$ cat src/rtl/run_seq_pkg.sv
// Shared types and constants for the run sequencer.
package run_seq_pkg;

    typedef enum logic [1:0] {
        IDLE   = 2'd0,
        LAUNCH = 2'd1,
        RUN    = 2'd2,
        REPORT = 2'd3
    } seqState_t;

    localparam logic [1:0] ST_NONE    = 2'd0;
    localparam logic [1:0] ST_OK      = 2'd1;
    localparam logic [1:0] ST_TIMEOUT = 2'd2;
    localparam logic [1:0] ST_BADSEL  = 2'd3;

    // Bits needed to hold 0..n-1, never less than one bit.
    function automatic int ctrWidth(input int n);
        return (n > 1) ? $clog2(n) : 1;
    endfunction

endpackage

$ cat src/rtl/run_cycle_ctr.sv
// RUN-length counter: synchronous clear, count enable, and a flag that is
// high when the increment taken this cycle will land on TIMEOUT.
module run_cycle_ctr #(
    parameter int          CYC_W   = 16,
    parameter int unsigned TIMEOUT = 16'hFFFF
) (
    input  logic             Clk,
    input  logic             Reset,
    input  logic             clear,
    input  logic             enable,
    output logic [CYC_W-1:0] count,
    output logic             termNext
);

    localparam logic [CYC_W-1:0] LAST_BEFORE_TC = CYC_W'(TIMEOUT - 1);

    // The sequencer leaves RUN on the cycle termNext is high, so count
    // stops at TIMEOUT and never wraps.
    assign termNext = (count == LAST_BEFORE_TC);

    // Count register; also serves directly as the held CycleCount result.
    always_ff @(posedge Clk or negedge Reset) begin
        if (!Reset) begin
            count <= '0;
        end else if (clear) begin
            count <= '0;
        end else if (enable) begin
            count <= count + 1'b1;
        end
    end

endmodule

$ cat src/rtl/run_sequencer.sv
// Host-side launch controller: accepts a run request, pulses CoreStart,
// measures RUN cycles until CoreAck or timeout, and reports status.
//
// state  | meaning
// IDLE   | waiting for a HostReq rising edge
// LAUNCH | CoreStart high for START_CYCLES clocks, CoreAck ignored
// RUN    | counting cycles, waiting for CoreAck or timeout
// REPORT | HostDone pulse, result valid
module run_sequencer
    import run_seq_pkg::*;
#(
    parameter int          NUM_PROGS    = 3,
    parameter int          SEL_W        = 2,
    parameter int          CYC_W        = 16,
    parameter int unsigned TIMEOUT      = 16'hFFFF,
    parameter int          START_CYCLES = 1
) (
    input  logic             Clk,
    input  logic             Reset,
    input  logic             HostReq,
    input  logic [SEL_W-1:0] HostProgSel,
    output logic             HostBusy,
    output logic             HostDone,
    output logic [1:0]       HostStatus,
    output logic [CYC_W-1:0] CycleCount,
    output logic             CoreStart,
    output logic [SEL_W-1:0] CoreProgSel,
    input  logic             CoreAck
);

    localparam int              SCW        = ctrWidth(START_CYCLES);
    localparam logic [SCW-1:0] START_LAST = SCW'(START_CYCLES - 1);

    seqState_t      state;
    logic           reqQ;
    logic [SCW-1:0] startCnt;
    logic           accept;
    logic           selValid;
    logic           termNext;

    assign accept   = (state == IDLE) && HostReq && !reqQ;
    assign selValid = (int'(HostProgSel) < NUM_PROGS);

    run_cycle_ctr #(
        .CYC_W   (CYC_W),
        .TIMEOUT (TIMEOUT)
    ) u_ctr (
        .Clk      (Clk),
        .Reset    (Reset),
        .clear    (accept),
        .enable   (state == RUN),
        .count    (CycleCount),
        .termNext (termNext)
    );

    // Sequencer FSM with registered host and core outputs.
    always_ff @(posedge Clk or negedge Reset) begin
        if (!Reset) begin
            state       <= IDLE;
            reqQ        <= 1'b1;
            startCnt    <= '0;
            HostBusy    <= 1'b0;
            HostDone    <= 1'b0;
            HostStatus  <= ST_NONE;
            CoreStart   <= 1'b0;
            CoreProgSel <= '0;
        end else begin
            reqQ     <= HostReq;
            HostDone <= 1'b0;
            case (state)
                IDLE: begin
                    if (accept) begin
                        HostBusy <= 1'b1;
                        if (selValid) begin
                            CoreProgSel <= HostProgSel;
                            CoreStart   <= 1'b1;
                            startCnt    <= START_LAST;
                            HostStatus  <= ST_NONE;
                            state       <= LAUNCH;
                        end else begin
                            HostStatus <= ST_BADSEL;
                            HostDone   <= 1'b1;
                            state      <= REPORT;
                        end
                    end
                end
                LAUNCH: begin
                    if (startCnt == '0) begin
                        CoreStart <= 1'b0;
                        state     <= RUN;
                    end else begin
                        startCnt <= startCnt - 1'b1;
                    end
                end
                RUN: begin
                    // An Ack on the terminal cycle still counts as success.
                    if (CoreAck) begin
                        HostStatus <= ST_OK;
                        HostDone   <= 1'b1;
                        state      <= REPORT;
                    end else if (termNext) begin
                        HostStatus <= ST_TIMEOUT;
                        HostDone   <= 1'b1;
                        state      <= REPORT;
                    end
                end
                REPORT: begin
                    HostBusy <= 1'b0;
                    state    <= IDLE;
                end
                default: state <= IDLE;
            endcase
        end
    end

endmodule

$ cat config.mk
export PLATFORM = sky130hd
export DESIGN_NAME = run_sequencer
export DESIGN_NICKNAME = d
export VERILOG_FILES = /design/src/rtl/run_seq_pkg.sv /design/src/rtl/run_cycle_ctr.sv /design/src/rtl/run_sequencer.sv
export SDC_FILE = /design/constraint.sdc
export NUM_CORES = 1
export LEC_CHECK = 0
export BUFFER_PORTS_ARGS = -buffer_cell sky130_fd_sc_hd__buf_2
export CAP_MARGIN = 15
export CORE_ASPECT_RATIO = 1.1
export CORE_MARGIN = 3
export CORE_UTILIZATION = 58
export DETAILED_ROUTE_END_ITERATION = 12
export PLACE_DENSITY = 0.83
export REMOVE_ABC_BUFFERS = 1
export SYNTH_ARGS = -nofsm -noshare
export SYNTH_HDL_FRONTEND = slang
export SYNTH_SLANG_ARGS = --single-unit
$ cat constraint.sdc
create_clock -name Clk -period 4.2 [get_ports Clk]
set_input_delay 0.21 -clock Clk [delete_from_list [all_inputs] [get_ports Clk]]
set_output_delay 0.21 -clock Clk [all_outputs]
set_load 0.02 [all_outputs]
==> impl_summary.md, run 1 <==
Finish
The final-stage net count is 199. The count of inserted antenna diode cells is 0. Summing all flip-flop and latch instances after layout gives 652 µm².

The area growth from synthesis to layout is 13.4%. Of the cells placed in the final design, the portion with a size suffix greater than 1 is 0.237. The total of fill cells in the finished design is 189.

The area used by multi-input combinational logic is 802 µm².

Clock tree
The number of gates resized after CTS was 0. After clock tree synthesis, the clock-pin slew on the worst setup and hold paths is 0.14 ns. Hold repair after CTS inserted 2 buffers.

The insertion delay to the later sink of the worst-skew pair is 0.33 ns. The cell chosen for the clock root is clkbuf_4. The number of buffers created by CTS is 3.

The post-CTS repair timing setup buffer count is 0. The maximum buffer depth of the clock tree is 2. The clock net in this run drives a total of 26 sinks.

CTS built an H-tree with a depth of 1. TritonCTS built the clock tree.

STA
The sum of negative setup slack is 0 ns. The setup violation total in the final timing report is 0. The transition time at the pin with the least slew margin is 0.582 ns. The final hold violation count came to 0. Across the routed clock network, the largest skew measured is 0.0100 ns.

The number of pins exceeding their max-slew limit in the final report is 0. Setup repair after global routing left no endpoint under its margin. The worst path meets setup with 2.17 ns of slack.

Dividing the final minimum period by the clock period gives 0.483. The worst max-slew margin expressed relative to the limit is 0.612. For the finished layout, the period the worst path requires is 2.03 ns. The upper clock frequency limit is 493 MHz.

Detailed routing
The post-detailed-route count of antenna-violating nets is 0. The number of vias in the routed layout is 1,246. The starting DRC count in detailed routing is 55. The first detailed-routing pass took 4 iterations. The routed wire length is 3020 µm. The per-cell routed wire length is 14.0 µm. The per-cell via count in the routed design is 5.77.

For this run, design rule violations remaining after detail routing come to 0.

Floorplanning
The die covers 3260 µm². During I/O placement, the number of pins put on the boundary was 29. The horizontal extent of the die is 54.7 µm. For this configuration, the core starts out at a cell density of 0.639.

The die height is 59.5 µm. The area of the core region is 2360 µm². Row generation in the floorplan step produced 18 rows.

Job
The max-cap check violation count is 0.

Yosys
The largest total area in the synthesized netlist belongs to dfrtp_1. Sorting the synthesized cells by how often they occur yields 25 x dfrtp_1, 25 x nor2_1, 12 x nand2_1, 8 x o21ai_0. The area share of the largest cell type after synthesis is 0.414.

Synthesis instantiated 41 different standard cells from the library. Synthesis inferred 26 register bits. The Yosys step of the flow raised 0 warnings.

By area the synthesized netlist is led by dfrtp_1 41%, nor2_1 6.2%, ha_1 5.0%, xnor2_1 4.1%, nand2_1 3.0%. The number of standard cells after synthesis is 159. Of the synthesized area, sequential elements account for 0.431. In the synthesized netlist the dominant register cell turns out to be dfrtp_1. The count of flip-flops with a built-in enable after synthesis is 0. Each instance of the synthesized netlist takes up on average 9.51 µm².

The fraction of registers with async set or reset after synthesis is 1.00. The mapped netlist covers 1510 µm².

Global route
The first global-routing pass estimated 5000 µm of wire. The global-route usage over all layers is 0.212. Summed over all layers, the global routing overflow is 0. The pin count of the biggest net entering global routing is 27. The initial antenna violation count is 0.

The number of global-route vias before repair is 1,137.

Critical path
The critical path capture point type is a flip-flop. Together, buffers and inverters on the worst path number 1. The slowest stage of the critical path is the ha_1 cell.

The data required time at the worst endpoint is 4.43 ns. At the worst endpoint, the arrival time is 2.26 ns. The maximum cell stage delay along the critical path is 0.47 ns. The largest fanout on the critical path is 15. The worst setup path is launched from a flip-flop. Walking the worst path, the cells encountered are inv_1 > ha_1 > nand4_1 > nor4_4 > a31oi_1 > a41o_1.

The classification of the worst setup path is reg -> reg. The category of cells accounting for the largest share of critical-path delay is simple AND/OR/NAND/NOR gates.

Hold path
The path class of the lowest-slack min-delay path is in -> reg.

Place
The number of buffer cells added on primary ports is 28. The HPWL after detailed placement is 2190 µm. Before CTS, the worst setup slack after placement is 2.20 ns. The weighted congestion reported at the end of routability-driven placement is 0.792.

Power and ir drop
In this run the static leakage power is 0.804 nW. IR analysis of the VDD net gives a maximum drop of 0.000555 V. For this design the ratio of total power to cell area is 565 nW/µm².

Status
The run finished with clean final reports.
report_power, final:
part           internal (mW)  switching (mW)  leakage, nW
clock                 0.0531          0.0726       0.0210
sequential             0.323          0.0828        0.333
combinational          0.165           0.271        0.450
through the flow:
stage | cell area (µm²) | hold WS [ns] | util | std cells | power, mW
detailed placement | 1660 | 0.247 | 0.701 | 210 | 0.842
global route | 1710 | 0.157 | 0.725 | 216 | 1.05
CTS | 1710 | 0.127 | 0.725 | 216 | 0.974
finish | 1710 | 0.149 | 0.725 | 216 | 0.968
global placement | 1660 | 0.233 | 0.701 | 210 | 0.821
floorplan | 1480 | -0.0856 | - | 152 | 0.708
per-layer routing:
layer | global-route usage | up-vias | share of wire
met5 | 0 | - | 0
met4 | 0.0961 | 0 | 0.019
met3 | 0.0302 | 4 | 0.053
met2 | 0.363 | 41 | 0.50
met1 | 0.254 | 594 | 0.42
li1 | - | 607 | -
worst register-to-register path, delay by kind of cell (launching register included):
kind	cells	cell delay, ns
flip-flops	1	0.45
AO/OA/AOI/OAI	2	0.34
buffers and inverters	1	0.11
adder cells (fa/ha/maj)	1	0.47
AND/OR/NAND/NOR	2	0.58
path summary, 6_finish.rpt:
check | from | end | slack [ns] | cells past startpoint
worst min register to register | CoreProgSel[1] | CoreProgSel[1] | 0.52 | 2
min in group asynchronous | Reset | u_ctr.count[6] | 0.40 | 2
worst min-delay path | HostProgSel[1] | CoreProgSel[1] | 0.15 | 3
worst max register to register | state[0] | u_ctr.count[13] | 2.17 | 6
max in group asynchronous | Reset | CoreStart | 3.42 | 2
worst max-delay path | state[0] | u_ctr.count[13] | 2.17 | 6
state kept, by name, indices dropped and copies added (netlist names):
| signal | count |
|---|---|
| CoreProgSel | 2 |
| CoreStart | 1 |
| HostBusy | 1 |
| HostDone | 1 |
| HostStatus | 2 |
| reqQ | 1 |
| state | 2 |
| u_ctr.count | 16 |
layout by cell type, fill, tap and decap left out, types with 2 or more instances in the layout:
cell	Yosys	routed
and2_1	2	2
nand3_1	4	4
nand3_4	2	2
inv_1	7	7
nand2b_1	4	4
xor2_1	3	3
a21oi_1	6	6
nand4_1	4	4
buf_2	4	28
dfrtp_1	25	25
dlygate4sd3_1	0	2
or2_2	2	2
nor3_1	6	6
o21a_1	2	2
clkbuf_4	0	3
nor4_2	2	2
o21ai_0	8	8
ha_1	6	6
a211oi_1	3	3
xnor2_1	7	7
nor2_1	25	25
nand2_1	12	12
mux2i_1	2	2
nor4_4	2	2
logic make-up after synthesis:
kind of cell,share of synthesized area
XOR/XNOR,0.0580
adder cells (fa/ha/maj),0.0497
AO/OA/AOI/OAI,0.120
AND/OR/NAND/NOR,0.290
multiplexers,0.0132
buffers and inverters,0.0381
flip-flops,0.431
layout make-up:
| class | count | area share |
|---|---|---|
| Multi-Input combinational cell | 119 | 0.468 |
| Timing Repair Buffer | 30 | 0.0934 |
| Inverter | 7 | 0.0153 |
| Clock buffer | 4 | 0.0212 |
| Sequential cell | 26 | 0.380 |
| Tap cell | 30 | 0.0219 |
Note: power is estimated with default switching activity, not from simulation.
==> inputs of run 2 (changes only) <==
--- a/config.mk
+++ b/config.mk
@@ -9,9 +9,9 @@
 export CAP_MARGIN = 15
 export CORE_ASPECT_RATIO = 1.1
 export CORE_MARGIN = 3
-export CORE_UTILIZATION = 58
+export CORE_UTILIZATION = 49
 export DETAILED_ROUTE_END_ITERATION = 12
-export PLACE_DENSITY = 0.83
+export PLACE_DENSITY = 0.75
 export REMOVE_ABC_BUFFERS = 1
 export SYNTH_ARGS = -nofsm -noshare
 export SYNTH_HDL_FRONTEND = slang
==> constraint.sdc (replaced) <==
create_clock -name Clk -period 1.79 [get_ports Clk]
set_input_delay 0.0895 -clock Clk [delete_from_list [all_inputs] [get_ports Clk]]
set_output_delay 0.0895 -clock Clk [all_outputs]
set_load 0.02 [all_outputs]
==> run 2 against run 1 <==
Effect of this change: die area rose by 16%; power rose by 140%; register-to-register slack got worse by 2.1 ns; first-iteration DRC count rose by 18%; clock power rose by 140%; clock skew fell by 0.0081 ns; routed wire length rose by 7.2%; sequential share of layout area fell by 1.1 points; sequential cell count did not move; final area rose by 3.0%; largest cell class unchanged; highest routed layer unchanged.
==> impl_summary.md, run 2 (synthesis results as in run 1) <==
Status
The flow ran to the end, and the final reports show no timing, DRC or antenna violations.

Power and ir drop
The standby leakage power is 0.828 nW. The peak supply drop is 0.000916 V. The total power divided by cell area is 1330 nW/µm².

STA
Across the routed clock network, the largest skew measured is 0.00198 ns. In the finished design, the share of the clock period the worst path needs comes to 0.956. Setup repair after global routing left no endpoint under its margin. The setup violation total in the final timing report is 0. The worst pin sits at a relative slew slack of 0.614. At the pin with the least slew margin, the transition time is 0.579 ns. The final hold violation count was 0. Setup total negative slack on the finished layout was measured at 0 ns.

The number of pins exceeding their max-slew limit in the final report is 0. The minimum clock period after layout is 1.71 ns. The final worst setup slack is 0.0792 ns. For this run, the top clock speed supported by timing is 585 MHz.

Global route
The global-route usage over all layers is 0.181. Entering global routing, the biggest net connects 27 pins. The global routing stage identified its most utilized layer as met2. Summed over all layers, the global routing overflow is 0. The initial antenna violation count is 0. The number of global-route vias before repair was 1,190. The first global-routing pass estimated 5400 µm of wire. The met1 usage is 0.233. In the global route stage, met2 resource usage came out at 0.311. The routing usage on met3 is 0.0242.

Finish
In the layout the commonest cells are 28 x buf_2, 25 x dfrtp_1, 25 x nor2_1, 12 x nand2_1, 8 x o21ai_0. The count of inserted antenna diode cells is 0. The final-stage net count is 204.

The area growth from synthesis to layout is 16.8%. u_ctr.count holds more flip-flops than any other register. The layout cell share with drive strength beyond 1 is 0.262.

The flip-flop count of the largest register, all copies and words added is 16. The most frequent standard cell in the layout excluding fill and tap cells is buf_2.

Place
The congestion estimate from routability-driven global placement came to 0.814. The HPWL after detailed placement is 2370 µm. The number of buffer cells added on primary ports is 28.

The post-placement worst setup slack is 0.0327 ns.

Floorplanning
After floorplanning, the core was divided into 20 placement rows. The number of primary I/O pins is 29. The core region is 2850 µm². The horizontal extent of the die is 59.0 µm.

The die covers 3790 µm². In this run the vertical extent of the chip is 64.3 µm. The starting utilization of the core area is 0.530.

Critical path
The data required time at the worst endpoint is 2.06 ns. The start of the worst register-to-register path is state[0]. STA classifies the critical path startpoint as a flip-flop.

STA classifies the critical path endpoint as a flip-flop. The critical path starts at state[0]. In this run the register-to-register setup slack is 0.08 ns. The classification of the worst setup path is reg -> reg.

The largest fanout on the critical path is 9. The arrival time at the worst endpoint is 1.99 ns.

Clock tree
TritonCTS built the clock tree. The number of sinks handled by clock tree synthesis is 26. After clock tree synthesis, the clock-pin slew on the worst setup and hold paths is 0.14 ns. Buffers inserted during clock tree synthesis total 3. In this run the deepest clock path goes through 2 buffers. The number of levels the H-tree was split into is 1. The insertion delay to the later sink of the worst-skew pair is 0.32 ns. The cell chosen for the clock root is clkbuf_4.

Job
The tool flagged a number of max-cap violations equal to 0.

Detailed routing
The routed wire length is 3240 µm. The starting DRC count in detailed routing is 65. The residual DRC count is 0. The per-cell via count in the routed design is 5.85.

The number of detailed-routing iterations run before antenna repair is 4. The count of nets left with antenna violations once routing finished came out at 0. Summing over every cut layer, the via total after detailed routing is 1,311. In the final routed layout, each cell accounts on average for 14.5 µm.

Hold path
The min-delay analysis places its worst path in the category in -> reg. The hold path startpoint is HostProgSel[0].
[run 2: cell type report]
cell class / count / area (µm²)
sequential: 26 / 652
inverter: 7 / 26.3
fill: 263 / 1090
tap: 33 / 41.3
clock buffer: 4 / 36.3
multi-input combinational: 119 / 812
timing repair buffer: 35 / 198
[run 2: what timing repair did]
item,4_1_cts,5_1_grt
hold buffers,2,0
endpoints found under the hold margin,26,0
buffers inserted,1,0
endpoints found under the setup margin,1,3
resized for setup,0,2
[run 2: path summary, 6_finish.rpt]
| check | endpoint | cells after the start |
|---|---|---|
| min in group asynchronous | u_ctr.count[0] | 2 |
| setup reg to reg | HostStatus[0] | 7 |
| setup / recovery | HostStatus[0] | 7 |
| max in group asynchronous | HostStatus[0] | 2 |
| hold / removal | CoreProgSel[0] | 3 |
| hold reg to reg | CoreProgSel[0] | 2 |
[run 2: where the power goes]
part | internal [mW] | switching (mW)
registers | 0.758 | 0.186
clock network | 0.125 | 0.178
logic | 0.445 | 0.661
[run 2: critical path, cell delays in order (launching register included)]
cell      delay (ns)
dfrtp_1         0.37
inv_1           0.07
ha_1            0.23
buf_4           0.17
nand2b_1        0.27
a21oi_1         0.15
nor4b_2         0.24
o21a_1          0.16
[run 2: per-stage QoR]
step                std cells  area [µm²]  hold WS [ns]  power (mW)   util
finish                    224        1770        0.0299        2.35  0.619
global placement          217        1690         0.122        1.98  0.593
global route              224        1770        0.0564        2.54  0.619
detailed placement        217        1690         0.130        2.02  0.593
CTS                       224        1760        0.0329        2.34  0.615
floorplan                 152        1480        -0.206        1.66      -
[run 2: layer usage]
layer  routed length (µm)  vias to the layer above
met5                    0                        -
met4                   38                        0
met3                  160                        5
met2                 1670                       46
met1                 1380                      640
li1                     -                      620
